[src/rtl/input_conditioner.sv]
// -----------------------------------------------------------------------------
// input_conditioner
//   Front end for the small control FSMs. Each of N raw push-button or switch
//   inputs is synchronised into clk, debounced, and turned into a clean level
//   plus one-clock rise/fall pulses. The channels are independent; each one is
//   a single instance of input_conditioner_ch.
//
// Parameters
//   N          number of input channels
//   DB_CYCLES  number of consecutive qualified samples a new value must hold
//              before it is accepted (1..255)
//
// Ports
//   clk    system clock; all state updates on its rising edge
//   reset  asynchronous, active-low reset
//   tick   sample enable for the debounce counters (tie to 1 for per-clock)
//   raw    [N]  unsynchronised inputs
//   level  [N]  debounced, synchronised level
//   rise   [N]  one-clock pulse on the edge where level goes 0->1
//   fall   [N]  one-clock pulse on the edge where level goes 1->0
// -----------------------------------------------------------------------------

// -----------------------------------------------------------------------------
// input_conditioner_ch
//   A single channel: two-flop synchroniser followed by a saturating debounce
//   counter. Every output is a flop, so nothing combinational leads from raw to
//   the outputs.
//
// Ports
//   clk, reset, tick  as in the top level
//   raw               one raw input bit
//   level, rise, fall the conditioned outputs for this channel
// -----------------------------------------------------------------------------
module input_conditioner_ch #(
   parameter int DB_CYCLES = 4,
   parameter int CW        = 2
) (
   input  logic clk,
   input  logic reset,
   input  logic tick,
   input  logic raw,
   output logic level,
   output logic rise,
   output logic fall
);

   // The counter only ever reaches DB_CYCLES-1. Reaching that value with a
   // qualified sample that still differs means the new value is accepted, so
   // the counter cannot wrap.
   localparam logic [CW-1:0] CNT_MAX = CW'(DB_CYCLES - 1);

   logic          s1;
   logic          s2;
   logic [CW-1:0] cnt;

   // Synchroniser. It is kept free of logic so both flops can be placed as a
   // metastability pair.
   always_ff @(posedge clk or negedge reset) begin
      if (!reset) begin
         s1 <= 1'b0;
         s2 <= 1'b0;
      end else begin
         s1 <= raw;
         s2 <= s1;
      end
   end

   // Debounce. If s2 agrees with level at any point, the count is discarded
   // regardless of tick, so a bounce gets no partial credit. The pulses are
   // single-cycle because they default to 0 on every edge.
   always_ff @(posedge clk or negedge reset) begin
      if (!reset) begin
         cnt   <= '0;
         level <= 1'b0;
         rise  <= 1'b0;
         fall  <= 1'b0;
      end else begin
         rise <= 1'b0;
         fall <= 1'b0;
         if (s2 == level) begin
            cnt <= '0;
         end else if (!tick) begin
            cnt <= cnt;
         end else if (cnt == CNT_MAX) begin
            level <= s2;
            cnt   <= '0;
            rise  <= s2;
            fall  <= ~s2;
         end else begin
            cnt <= cnt + CW'(1);
         end
      end
   end

endmodule

module input_conditioner #(
   parameter int N         = 2,
   parameter int DB_CYCLES = 4
) (
   input  logic         clk,
   input  logic         reset,
   input  logic         tick,
   input  logic [N-1:0] raw,
   output logic [N-1:0] level,
   output logic [N-1:0] rise,
   output logic [N-1:0] fall
);

   // The counter is ceil(log2(DB_CYCLES)) bits wide. When DB_CYCLES=1 that
   // evaluates to 0, so the width is forced to at least 1 bit.
   localparam int CW = (DB_CYCLES > 1) ? $clog2(DB_CYCLES) : 1;

   for (genvar i = 0; i < N; i++) begin : g_ch
      input_conditioner_ch #(
         .DB_CYCLES (DB_CYCLES),
         .CW        (CW)
      ) u_ch (
         .clk   (clk),
         .reset (reset),
         .tick  (tick),
         .raw   (raw[i]),
         .level (level[i]),
         .rise  (rise[i]),
         .fall  (fall[i])
      );
   end

endmodule

[config.mk]
export PLATFORM = sky130hd
export DESIGN_NAME = input_conditioner
export DESIGN_NICKNAME = d
export VERILOG_FILES = /design/src/rtl/input_conditioner.sv
export SDC_FILE = /design/constraint.sdc
export NUM_CORES = 1
export LEC_CHECK = 0
export CAP_MARGIN = 20
export CORE_AREA = 5 5 42 44
export DETAILED_ROUTE_END_ITERATION = 10
export DIE_AREA = 0 0 47 49
export PLACE_DENSITY = 0.67
export RECOVER_POWER = 25
export REMOVE_ABC_BUFFERS = 1
export SLEW_MARGIN = 30
export SYNTH_ARGS = -nofsm -noshare
export SYNTH_HDL_FRONTEND = slang
export SYNTH_SLANG_ARGS = --single-unit
[constraint.sdc]
create_clock -name clk -period 2.51 [get_ports clk]
set_input_delay 0.3765 -clock clk [delete_from_list [all_inputs] [get_ports clk]]
set_output_delay 0.3765 -clock clk [all_outputs]
set_load 0.01 [all_outputs]
==> results of run 1 <==
-- layout make-up --
type                       instances  share of cell area, %
sequential                        14                   51.2
multi-input combinational         22                   26.0
clock buffer                       4                   5.30
timing repair buffer              10                   14.6
tap                               16                   2.93
-- Yosys cell counts (all sizes together) --
| master | instances |
|---|---|
| nand2b | 2 |
| dfrtp | 14 |
| ha | 2 |
| or3b | 2 |
| mux2i | 2 |
| mux2 | 2 |
| nand2 | 2 |
| xnor2 | 2 |
| nor3b | 4 |
| buf | 7 |
| nor2 | 2 |
| a21oi | 2 |
-- power by group through the flow --
stage	registers (mW)	clock network [mW]	logic, mW
floorplan	0.320	0	0.0966
global placement	0.317	0	0.162
detailed placement	0.319	0	0.166
CTS	0.314	0.159	0.167
global route	0.325	0.172	0.183
finish	0.314	0.152	0.162
-- stage by stage --
step | cells | instance area [sq um] | power (mW)
global route | 66 | 684 | 0.679
finish | 66 | 684 | 0.629
detailed placement | 62 | 648 | 0.485
global placement | 62 | 648 | 0.479
floorplan | 36 | 528 | 0.416
CTS | 66 | 684 | 0.640
-- routing by layer --
metal | up-vias | part of all wire, % | GRT usage [%]
met3 | 0 | 7.4 | 4.43
met5 | - | 0 | 0
met1 | 143 | 50 | 11.5
met4 | 0 | 0 | 1.38
li1 | 152 | - | -
met2 | 7 | 42 | 10.4
-- cells by family (layout without fill, tap and decap cells) --
| family | after synthesis | count (layout) |
|---|---|---|
| flip-flops | 14 | 14 |
| multiplexers | 4 | 4 |
| AO/OA/AOI/OAI | 2 | 2 |
| buffers and inverters | 7 | 14 |
| AND/OR/NAND/NOR | 12 | 12 |
| XOR/XNOR | 2 | 2 |
| adder cells (fa/ha/maj) | 2 | 2 |
-- how the worst max path moves through the flow --
stage                         from             endpoint  slack (ns)  depth (start not counted)
3_3_place_gp                  tick  g_ch[0].u_ch.cnt[0]        0.95                          3
5_1_grt         g_ch[1].u_ch.level             level[1]        0.82                          1
3_5_place_dp                  tick  g_ch[1].u_ch.cnt[0]        0.94                          3
4_1_cts         g_ch[1].u_ch.level             level[1]        0.88                          1
2_1_floorplan  g_ch[0].u_ch.cnt[0]  g_ch[0].u_ch.cnt[0]        1.39                          3
6_report        g_ch[1].u_ch.level             level[1]        0.89                          1
-- registers in the layout, indices dropped and copies added (netlist names) --
name / flops
g_ch.u_ch.cnt: 4
g_ch.u_ch.fall: 2
g_ch.u_ch.level: 2
g_ch.u_ch.rise: 2
g_ch.u_ch.s1: 2
g_ch.u_ch.s2: 2
==> flow_metrics.env, run 1 <==
export IMPL_synth_yosys_seq_area_share_pct=60.3
export IMPL_synth_top_area_share_pct=60.3
export IMPL_track_usage_pct=7.94
export IMPL_hp_start="g_ch[0].u_ch.s1"
export IMPL_yosys_register_bits=14
export IMPL_wl_per_cell_um=11.0
export IMPL_crit_fanout=5
export IMPL_tns_ns=0
export IMPL_area_growth_pct=17.9
export IMPL_cts_root_buf="clkbuf_4"
export IMPL_setup_viol=0
export IMPL_whs_ns=0.355
export IMPL_rsz0062_at_grt="false"
export IMPL_dieArea_sq_um=2300
export IMPL_hold_end="g_ch[0].u_ch.s2"
export IMPL_startpoint_type="register"
export IMPL_regArea_sq_um=350
export IMPL_synth_compound_area_share_pct=3.02
export IMPL_crit_buf_inv=1
export IMPL_seq_power_share_pct=50.0
export IMPL_yosys_area_share_simple_pct=12.9
export IMPL_synth_adder_area_share_pct=4.31
export IMPL_fin_skew_ns=0.00277
export IMPL_cts_sinks=14
export IMPL_final_common_cell="dfrtp_1"
export IMPL_fmax_ghz=0.619
export IMPL_cts_tree="done"
export IMPL_finalCritPeriodShare_pct=64.4
export IMPL_drc=0
export IMPL_worst_setup_path_end_kind="output port"
export IMPL_syn_area_per_cell_sq_um=13.5
export IMPL_fin_nets=58
export IMPL_comb_power_share_pct=25.8
export IMPL_irDropWorstVdd_v=0.000610
export IMPL_start_util_pct=41.4
export IMPL_drtPass1Iterations=3
export IMPL_p_sw_share_pct=27.5
export IMPL_final_cell_mix="14 x dfrtp_1, 7 x clkdlybuf4s50_1, 4 x nor3b_1"
export IMPL_r2r_end="g_ch[0].u_ch.level"
export IMPL_cp_cell_sequence="clkdlybuf4s50_1"
export IMPL_finalCriticalPeriod_ns=1.62
export IMPL_clk_pin_slew_ns=0.08
export IMPL_timing_final_ws_setup_ns=0.894
export IMPL_synth_warnings=0
export IMPL_hold_class="register to register"
export IMPL_synth_top_family_by_area="simple AND/OR/NAND/NOR gates"
export IMPL_fin_util_pct=48.8
export IMPL_antenna_found_initial=0
export IMPL_post_cts_resized=0
export IMPL_pre_cts_ws_ns=0.938
export IMPL_slowest_delay_ns=0.56
export IMPL_die_h_um=49
export IMPL_crit_required_ns=2.13
export IMPL_p_leak_nw=0.309
export IMPL_via_per_inst=4.58
export IMPL_grt_overflow_total=0
export IMPL_critical_path_top_delay_family="buffers and inverters"
export IMPL_drv_slew=0
export IMPL_clockPowerShare_pct=24.2
export IMPL_vias=302
export IMPL_synthMuxAreaShare_pct=7.33
export IMPL_wl_um=726
export IMPL_grt_max_degree=15
export IMPL_criticalPathCategory="register to output port"
export IMPL_drive_above_1_share_pct=16.0
export IMPL_r2r_start="g_ch[0].u_ch.cnt[0]"
export IMPL_htreeDepth=1
export IMPL_insertion_delay_ns=0.27
export IMPL_max_cap_violations=0
export IMPL_clock_path_buffers=2
export IMPL_syn_cell_area_sq_um=581
export IMPL_cts_setup_buffers=0
export IMPL_hold_depth=0
export IMPL_synthCells=43
export IMPL_reg2reg_depth=3
export IMPL_fill_cells=128
export IMPL_p_sw_uw=173
export IMPL_status="completed"
export IMPL_crit_arrival_ns=1.24
export IMPL_p_per_area_nw_per_um2=920
export IMPL_grt_pass1_wl_um=1340
export IMPL_worst_pin_slew_ns=0.601
export IMPL_synth_xor_xnor_area_share_pct=3.02
export IMPL_place_congestion=0.652
export IMPL_cts_hold_buffers=0
export IMPL_diodes=0
export IMPL_die_w_um=47
export IMPL_yosys_top_cells_area="dfrtp_1 60%, buf_4 9.1%, nor3b_1 5.2%"
export IMPL_critPathSlowestCell="clkdlybuf4s50_1"
export IMPL_timing_final_hold_violations=0
export IMPL_r2r_slack_ns=1.31
export IMPL_power_internal_uw=456
export IMPL_detail_route_iter0_violations=1
export IMPL_io_pins=11
export IMPL_io_buffers=10
export IMPL_synth_largest_area_cell="dfrtp_1"
export IMPL_core_area_sq_um=1400
export IMPL_cts_inserted_buffers=3
export IMPL_synth_cell_types=12
export IMPL_rows=14
export IMPL_multi_input_area_sq_um=178
export IMPL_grt_pass1_vias=322
export IMPL_maxSlewHeadroom_pct=59.8
export IMPL_ant_nets=0
Note: power is estimated with default switching activity, not from simulation.
==> inputs of run 2 (changes only) <==
==> constraint.sdc (replaced) <==
create_clock -name clk -period 1.5 [get_ports clk]
set_input_delay 0.225 -clock clk [delete_from_list [all_inputs] [get_ports clk]]
set_output_delay 0.225 -clock clk [all_outputs]
set_load 0.01 [all_outputs]
==> flow_metrics.env, run 2 (same netlist as run 1, synthesis figures left out) <==
export IMPL_grt_pass1_vias=306
export IMPL_cts_root_buf="clkbuf_4"
export IMPL_timing_final_ws_setup_ns=0.103
export IMPL_vias=323
export IMPL_crit_fanout=3
export IMPL_p_leak_nw=0.335
export IMPL_fmax_ghz=0.716
export IMPL_grt_overflow_total=0
export IMPL_rsz0062_at_grt="false"
export IMPL_htreeDepth=1
export IMPL_pre_cts_ws_ns=0.0584
export IMPL_grt_max_degree=15
export IMPL_grt_pass1_wl_um=1380
export IMPL_via_per_inst=4.68
export IMPL_worst_pin_slew_ns=0.719
export IMPL_antenna_found_initial=0
export IMPL_startpoint_type="register"
export IMPL_rows=14
export IMPL_drv_slew=0
export IMPL_hold_class="register to register"
export IMPL_maxSlewHeadroom_pct=52.1
export IMPL_cts_inserted_buffers=3
export IMPL_cp_cell_sequence="clkdlybuf4s50_1"
export IMPL_criticalPathCategory="register to output port"
export IMPL_crit_required_ns=1.27
export IMPL_cts_tree="done"
export IMPL_clock_path_buffers=2
export IMPL_die_h_um=49
export IMPL_largest_register_ffs=4
export IMPL_timing_final_hold_violations=0
export IMPL_total_power_mw=1.10
export IMPL_crit_arrival_ns=1.17
export IMPL_max_cap_violations=0
export IMPL_dieArea_sq_um=2300
export IMPL_insertion_delay_ns=0.27
export IMPL_fin_area_sq_um=706
export IMPL_finalCriticalPeriod_ns=1.40
export IMPL_finalCritPeriodShare_pct=93.1
export IMPL_critPathSlowestCell="clkdlybuf4s50_1"
export IMPL_final_common_cell="dfrtp_1"
export IMPL_io_pins=11
export IMPL_io_buffers=10
export IMPL_fin_util_pct=50.4
export IMPL_worst_setup_path_end_kind="output port"
export IMPL_fill_cells=138
export IMPL_cts_hold_buffers=0
export IMPL_setup_viol=0
export IMPL_tns_ns=0
export IMPL_diodes=0
export IMPL_area_growth_pct=21.6
export IMPL_dpl_cell_area_sq_um=656
export IMPL_irDropWorstVdd_v=0.000795
export IMPL_core_area_sq_um=1400
export IMPL_place_congestion=0.661
export IMPL_die_w_um=47
export IMPL_slowest_delay_ns=0.54
export IMPL_crit_buf_inv=1
export IMPL_drc=0
export IMPL_detail_route_iter0_violations=2
export IMPL_clk_pin_slew_ns=0.08
export IMPL_critical_path_top_delay_family="buffers and inverters"
export IMPL_fin_nets=61
export IMPL_start_util_pct=41.4
export IMPL_track_usage_pct=8.51
export IMPL_p_per_area_nw_per_um2=1560
export IMPL_cts_sinks=14
export IMPL_wl_per_cell_um=11.5
export IMPL_drtPass1Iterations=2
export IMPL_ant_nets=0
export IMPL_top_register="g_ch.u_ch.cnt"
export IMPL_fin_skew_ns=0.00202
export IMPL_final_cell_mix="14 x dfrtp_1, 8 x clkdlybuf4s50_1, 4 x nor3b_1"
export IMPL_drive_above_1_share_pct=18.9
export IMPL_wl_um=793
export IMPL_status="completed"
==> run 2: cell types whose count changed in the layout (fill, tap and decap cells not counted), sizes merged <==
cell,change
buf,+2
clkbuf,+1
clkdlybuf4s50,+1
dlygate4sd3,-2
dlymetal6s2s,+1
==> run 2: per-stage QoR <==
stage	std cells	hold slack, ns
global placement	63	0.334
floorplan	36	-0.0706
CTS	67	0.242
detailed placement	63	0.335
global route	69	0.368
finish	69	0.352
==> run 2: layout make-up <==
| cell class | instances | area [sq um] | area share, % |
|---|---|---|---|
| repair buffers | 13 | 121 | 17.2 |
| flip-flops and latches | 14 | 350 | 49.6 |
| clock buffers | 4 | 36.3 | 5.14 |
| well taps | 16 | 20.0 | 2.84 |
| multi-input cells | 22 | 178 | 25.2 |
==> run 2: final timing paths <==
path,start,endpoint,slack (ns),cells after the start
worst min-delay path,g_ch[0].u_ch.s1,g_ch[0].u_ch.s2,0.35,0
min in group asynchronous,reset,g_ch[1].u_ch.rise,0.51,2
max in group asynchronous,reset,g_ch[0].u_ch.fall,0.54,2
worst max register to register,g_ch[0].u_ch.cnt[0],g_ch[0].u_ch.cnt[0],0.29,3
worst max-delay path,g_ch[0].u_ch.level,level[0],0.10,1
worst min register to register,g_ch[0].u_ch.s1,g_ch[0].u_ch.s2,0.35,0
==> run 2: timing repair <==
item                       in CTS  in global routing
resized for setup               0                  1
buffers inserted                0                  2
setup endpoints to repair       0                  2
==> run 2: power breakdown <==
group | leakage (nW) | internal, mW | switching, mW | total (mW)
Combinational | 0.132 | 0.190 | 0.135 | 0.324
Clock | 0.0210 | 0.148 | 0.117 | 0.264
Sequential | 0.182 | 0.457 | 0.0569 | 0.514
Total | 0.335 | 0.794 | 0.308 | 1.10
==> run 2: metal layers <==
metal  global-route usage [%]  wire (um)  vias to the layer above
met2                     12.0        380                        8
met1                     10.4        345                      158
met5                        0          0                        -
met3                     5.54         67                        0
li1                         -          -                      157
met4                     2.76          0                        0
==> RTL change 1, RTL diff (config.mk and constraints of run 2) <==
`DB_CYCLES` is set to 4 in 2 places; all go to 8.
--- a/src/rtl/input_conditioner.sv
+++ b/src/rtl/input_conditioner.sv
@@ -33,5 +33,5 @@
 // -----------------------------------------------------------------------------
 module input_conditioner_ch #(
-   parameter int DB_CYCLES = 4,
+   parameter int DB_CYCLES = 8,
    parameter int CW        = 2
 ) (
@@ -97,5 +97,5 @@
 module input_conditioner #(
    parameter int N         = 2,
-   parameter int DB_CYCLES = 4
+   parameter int DB_CYCLES = 8
 ) (
    input  logic         clk,
Behaviour: not the same (Yosys sat finds a counterexample within 10 cycles, from zero or initial values and one cycle with reset low).
==> RTL change 1 against run 2 <==
  * Wire length rose by 13%
  * Hold slack improved by 0.00087 ns
  * Sequential cell count rose by 2
  * Sequential share of layout area rose by 0.43 points
  * Die area did not move
  * Fmax fell by 0.53%
  * Final area rose by 13%
  * Setup slack got worse by 0.0074 ns
  * Area after synthesis rose by 17%
Power is not compared: it rests on default switching activity, and its combinational part moved more than twofold at a synthesized area within 25%.
==> RTL change 1: results (changes against run 2) <==
Outcome = finished, final reports clean
Synth top cells by count = 16 x dfrtp_1, 6 x buf_4
Reg2reg start = g_ch[1].u_ch.cnt[0]
Nets = 73 (+20%)
Top cells by area, synth = dfrtp_1 59%, ha_1 7.4%, buf_4 6.6%
Layout cells sized above 1 = 14.5% (-4.4 points)
Hold Crit Start = g_ch[0].u_ch.s1
WL/cell = 11.5 um (+0.29%)
Max Fanout on Critical Path = 3 (unchanged)
All-layer global routing usage = 9.62% (+1.1 points)
DRT iter0 DRCs = 3 (+1)
Worst path slowest cell = clkdlybuf4s50_1
Worst min path class = reg -> reg
Async SR Flop Fraction = 100% (unchanged)
Fill cell count = 123 (-11%)
Post-CTS setup buffer count = 1 (+1)
Total leakage power = 0.390 nW
Largest register FFs = 6 (+2)
Hold bufs inserted after CTS = 0 (unchanged)
First-pass GRT wire length = 1610 um (+16%)
Initial antenna violation count = 0 (unchanged)
Initial DRT Pass Iterations = 3 (+1)
Via count = 372 (+15%)
H-tree levels = 1 (unchanged)
TritonCTS buffer count = 3 (unchanged)
Max incr delay on CP = 0.54 ns (about the same)
Most flops, register = g_ch.u_ch.cnt
Number of I/O port buffers = 10 (unchanged)
Clock tree buffer depth = 2 (unchanged)
Worst clock skew = 0.00312 ns (+0.00110 ns)
Dpl ws = 0.0930 ns (+0.0346 ns)
Routability cong. = 0.665 (+0.59%)
Worst-Margin Slew = 0.820 ns (+0.101 ns)
Distinct cells, synth = 13 (+1)
CP startpoint = g_ch[1].u_ch.level
Vias in the first global route = 362 (+18%)
Sequential share of the synthesized area = 58.9% (-1.4 points)
Largest net degree at the start of global routing = 17 (+2)
[RTL change 1: changes by cell type after synthesis, sizes merged]
| cell | change |
|---|---|
| dfrtp | +2 |
| ha | +2 |
| mux2i | +2 |
| nor2 | +2 |
[RTL change 1: kinds of logic (layout without fill, tap and decap cells)]
kind of cell | Yosys count | in the layout | synth area share (%)
flip-flops | 16 | 16 | 58.9
AND/OR/NAND/NOR | 14 | 14 | 12.2
AO/OA/AOI/OAI | 2 | 2 | 1.47
XOR/XNOR | 2 | 2 | 2.58
multiplexers | 6 | 6 | 9.21
buffers and inverters | 7 | 18 | 8.29
adder cells (fa/ha/maj) | 4 | 4 | 7.37
[RTL change 1: final cells by class]
cell class,instances,share of cell area [%]
Multi-Input combinational cell,28,27.9
Clock buffer,3,2.82
Timing Repair Buffer,15,16.7
Sequential cell,16,50.1
Tap cell,16,2.50
[RTL change 1: report_power, final]
group	leakage (nW)	total, mW	internal (mW)	switching (mW)
registers	0.212	0.454	0.445	0.00941
logic	0.165	0.0538	0.0283	0.0254
clock network	0.0138	0.207	0.0929	0.114
total	0.390	0.715	0.566	0.149
[RTL change 1: routing by layer]
metal  up-vias  wire length, um  global-route usage [%]
met4         0                0                    5.53
li1        189                -                       -
met5         -                0                       0
met3         0               81                    3.32
met2        10              414                    13.3
met1       173              403                    12.6
[RTL change 1: final timing paths]
kind | end | slack [ns] | cells past startpoint
min | g_ch[0].u_ch.s2 | 0.35 | 0
max reg2reg | g_ch[1].u_ch.cnt[0] | 0.14 | 4
min in group asynchronous | g_ch[1].u_ch.fall | 0.55 | 2
min reg2reg | g_ch[0].u_ch.s2 | 0.35 | 0
max | level[1] | 0.1 | 1
max in group asynchronous | g_ch[1].u_ch.level | 0.45 | 2
[RTL change 1: worst register-to-register path, cell delays in order, from the launching register on]
cell     delay (ns)
dfrtp_1        0.41
ha_1           0.20
ha_1           0.19
or3b_1         0.38
a21oi_1        0.12
[RTL change 1: stage by stage]
| step | cell area, um^2 | power, mW | std cells |
|---|---|---|---|
| floorplan | 623 | 0.485 | 44 |
| global placement | 766 | 0.518 | 73 |
| detailed placement | 766 | 0.520 | 73 |
| CTS | 796 | 0.740 | 77 |
| global route | 800 | 0.756 | 78 |
| finish | 800 | 0.715 | 78 |
==> RTL change 2, RTL diff (flow settings as in run 2) <==
Made on the original files. Reset style: synchronous (`reset`), changed in 2 clocked blocks. Comments in the files are not updated.
--- a/src/rtl/input_conditioner.sv
+++ b/src/rtl/input_conditioner.sv
@@ -56,5 +56,5 @@
    // Synchroniser. It is kept free of logic so both flops can be placed as a
    // metastability pair.
-   always_ff @(posedge clk or negedge reset) begin
+   always_ff @(posedge clk) begin
       if (!reset) begin
          s1 <= 1'b0;
@@ -69,5 +69,5 @@
    // regardless of tick, so a bounce gets no partial credit. The pulses are
    // single-cycle because they default to 0 on every edge.
-   always_ff @(posedge clk or negedge reset) begin
+   always_ff @(posedge clk) begin
       if (!reset) begin
          cnt   <= '0;
Check against the original RTL: differs if reset is asserted again (counterexample within 10 cycles, from zero or initial values and one cycle with reset low); with reset held inactive, the same outputs for 10 cycles.
==> RTL change 2 against run 2 <==
  * Synthesized cell count up 21%
  * Area after synthesis fell by 1.9%
  * Global-route usage is 0.33 points higher
  * Wire length rose by 8.6%
  * Setup slack worse by 0.0069 ns
  * Final area fell by 3.2%
  * Sequential cell count is the same
  * Highest routed layer is now met4
Power is not compared: it rests on default switching activity, and its combinational part moved more than twofold at a synthesized area within 25%.
==> RTL change 2: results (changes against run 2) <==
Top cells by area, synth = dfxtp_1 49%, buf_4 9.2%, nor3b_1 5.3%
DRT iter0 DRCs = 4 (+2)
Worst clock skew = 0.00255 ns (+0.000527 ns)
Total power draw = 678 uW
All-layer global routing usage = 8.85% (+0.33 points)
First-pass GRT wire length = 1520 um (+10%)
Total Wirelength = 861 um (+8.6%)
Distinct cells, synth = 15 (+3)
Placed cells = 72 (+14%)
Synth top cells by count = 14 x dfxtp_1, 7 x buf_4, 4 x and2_1, 4 x nand3_1, 4 x nor3b_1
Nets = 68 (+11%)
Relative slew slack = 84.1% (+32 points)
Final Non-Filler Cells = 76 (+10%)
Top sig layer = met4
Reg2reg start = g_ch[1].u_ch.cnt[0]
Routability cong. = 0.704 (+6.5%)
Largest net degree at the start of global routing = 9 (-6)
Fill cell count = 137 (-0.72%)
Layout cells sized above 1 = 18.3% (-0.53 points)
Hold Path End = g_ch[0].u_ch.s2
Vias in the first global route = 372 (+22%)
Worst hold stages = 1 (+1)
Max Fanout on Critical Path = 5 (+2)
Sequential share of the synthesized area = 49.2% (-11 points)
Root buffer cell = clkbuf_4
Hold Crit Start = g_ch[0].u_ch.s1
Placed inst area = 644 um^2 (-1.7%)
Most used DFF post-synth = dfxtp_1
Wire length on met1 = 357 um (+3.5%)
Worst R2R End = g_ch[1].u_ch.cnt[0]
Cell count after synthesis = 52 (+21%)
Async SR Flop Fraction = 0% (-100 points)
Via count = 377 (+17%)
Outcome = finished, final reports clean
RTL change 2: cell types whose count changed after synthesis, moves of 4 or more:
cell     before  now
dfrtp_1      14    0
nand3_1       0    4
and2_1        0    4
dfxtp_1       0   14
RTL change 2: area by class of cell:
class / count / share of cell area, %
timing repair buffer: 11 / 15.8
tap: 16 / 2.93
multi-input combinational: 30 / 34.1
clock buffer: 4 / 5.31
sequential: 14 / 41.4
inverter: 1 / 0.549
RTL change 2: layer usage:
layer  up-vias  track usage (%)
li1        192                -
met1       177             9.60
met2         6             14.5
met3         2             2.21
met4         0             5.53
met5         -                0
RTL change 2: worst max path at each step:
stage | from | to | slack [ns] | cells after the start
floorplan | g_ch[0].u_ch.cnt[0] | g_ch[0].u_ch.cnt[0] | 0.38 | 3
detailed placement | tick | g_ch[1].u_ch.cnt[0] | 0.07 | 3
finish | g_ch[0].u_ch.level | level[0] | 0.1 | 1
global placement | tick | g_ch[1].u_ch.cnt[0] | 0.11 | 3
CTS | g_ch[0].u_ch.level | level[0] | 0.03 | 1
global route | g_ch[1].u_ch.level | level[1] | 0.05 | 1
RTL change 2: cells by family after synthesis:
group           Yosys count  share of synthesized area, %
buf+inv                   8                          9.89
xor+xnor                  2                          3.08
flops                    14                          49.2
compound gates            6                          9.67
fa+ha+maj                 2                          4.39
simple gates             18                          20.2
mux                       2                          3.52
RTL change 2: through the flow:
| stage | setup slack, ns | hold WS, ns |
|---|---|---|
| after global placement | 0.111 | 0.416 |
| after detailed placement | 0.0743 | 0.419 |
| after global routing | 0.0505 | 0.492 |
| after CTS | 0.0316 | 0.457 |
| final | 0.0965 | 0.454 |
| after floorplan | 0.384 | 0.347 |
RTL change 2: timing repair:
item,CTS,global route
endpoints found under the setup margin,0,2
hold buffers,0,0
gates resized for setup,0,2
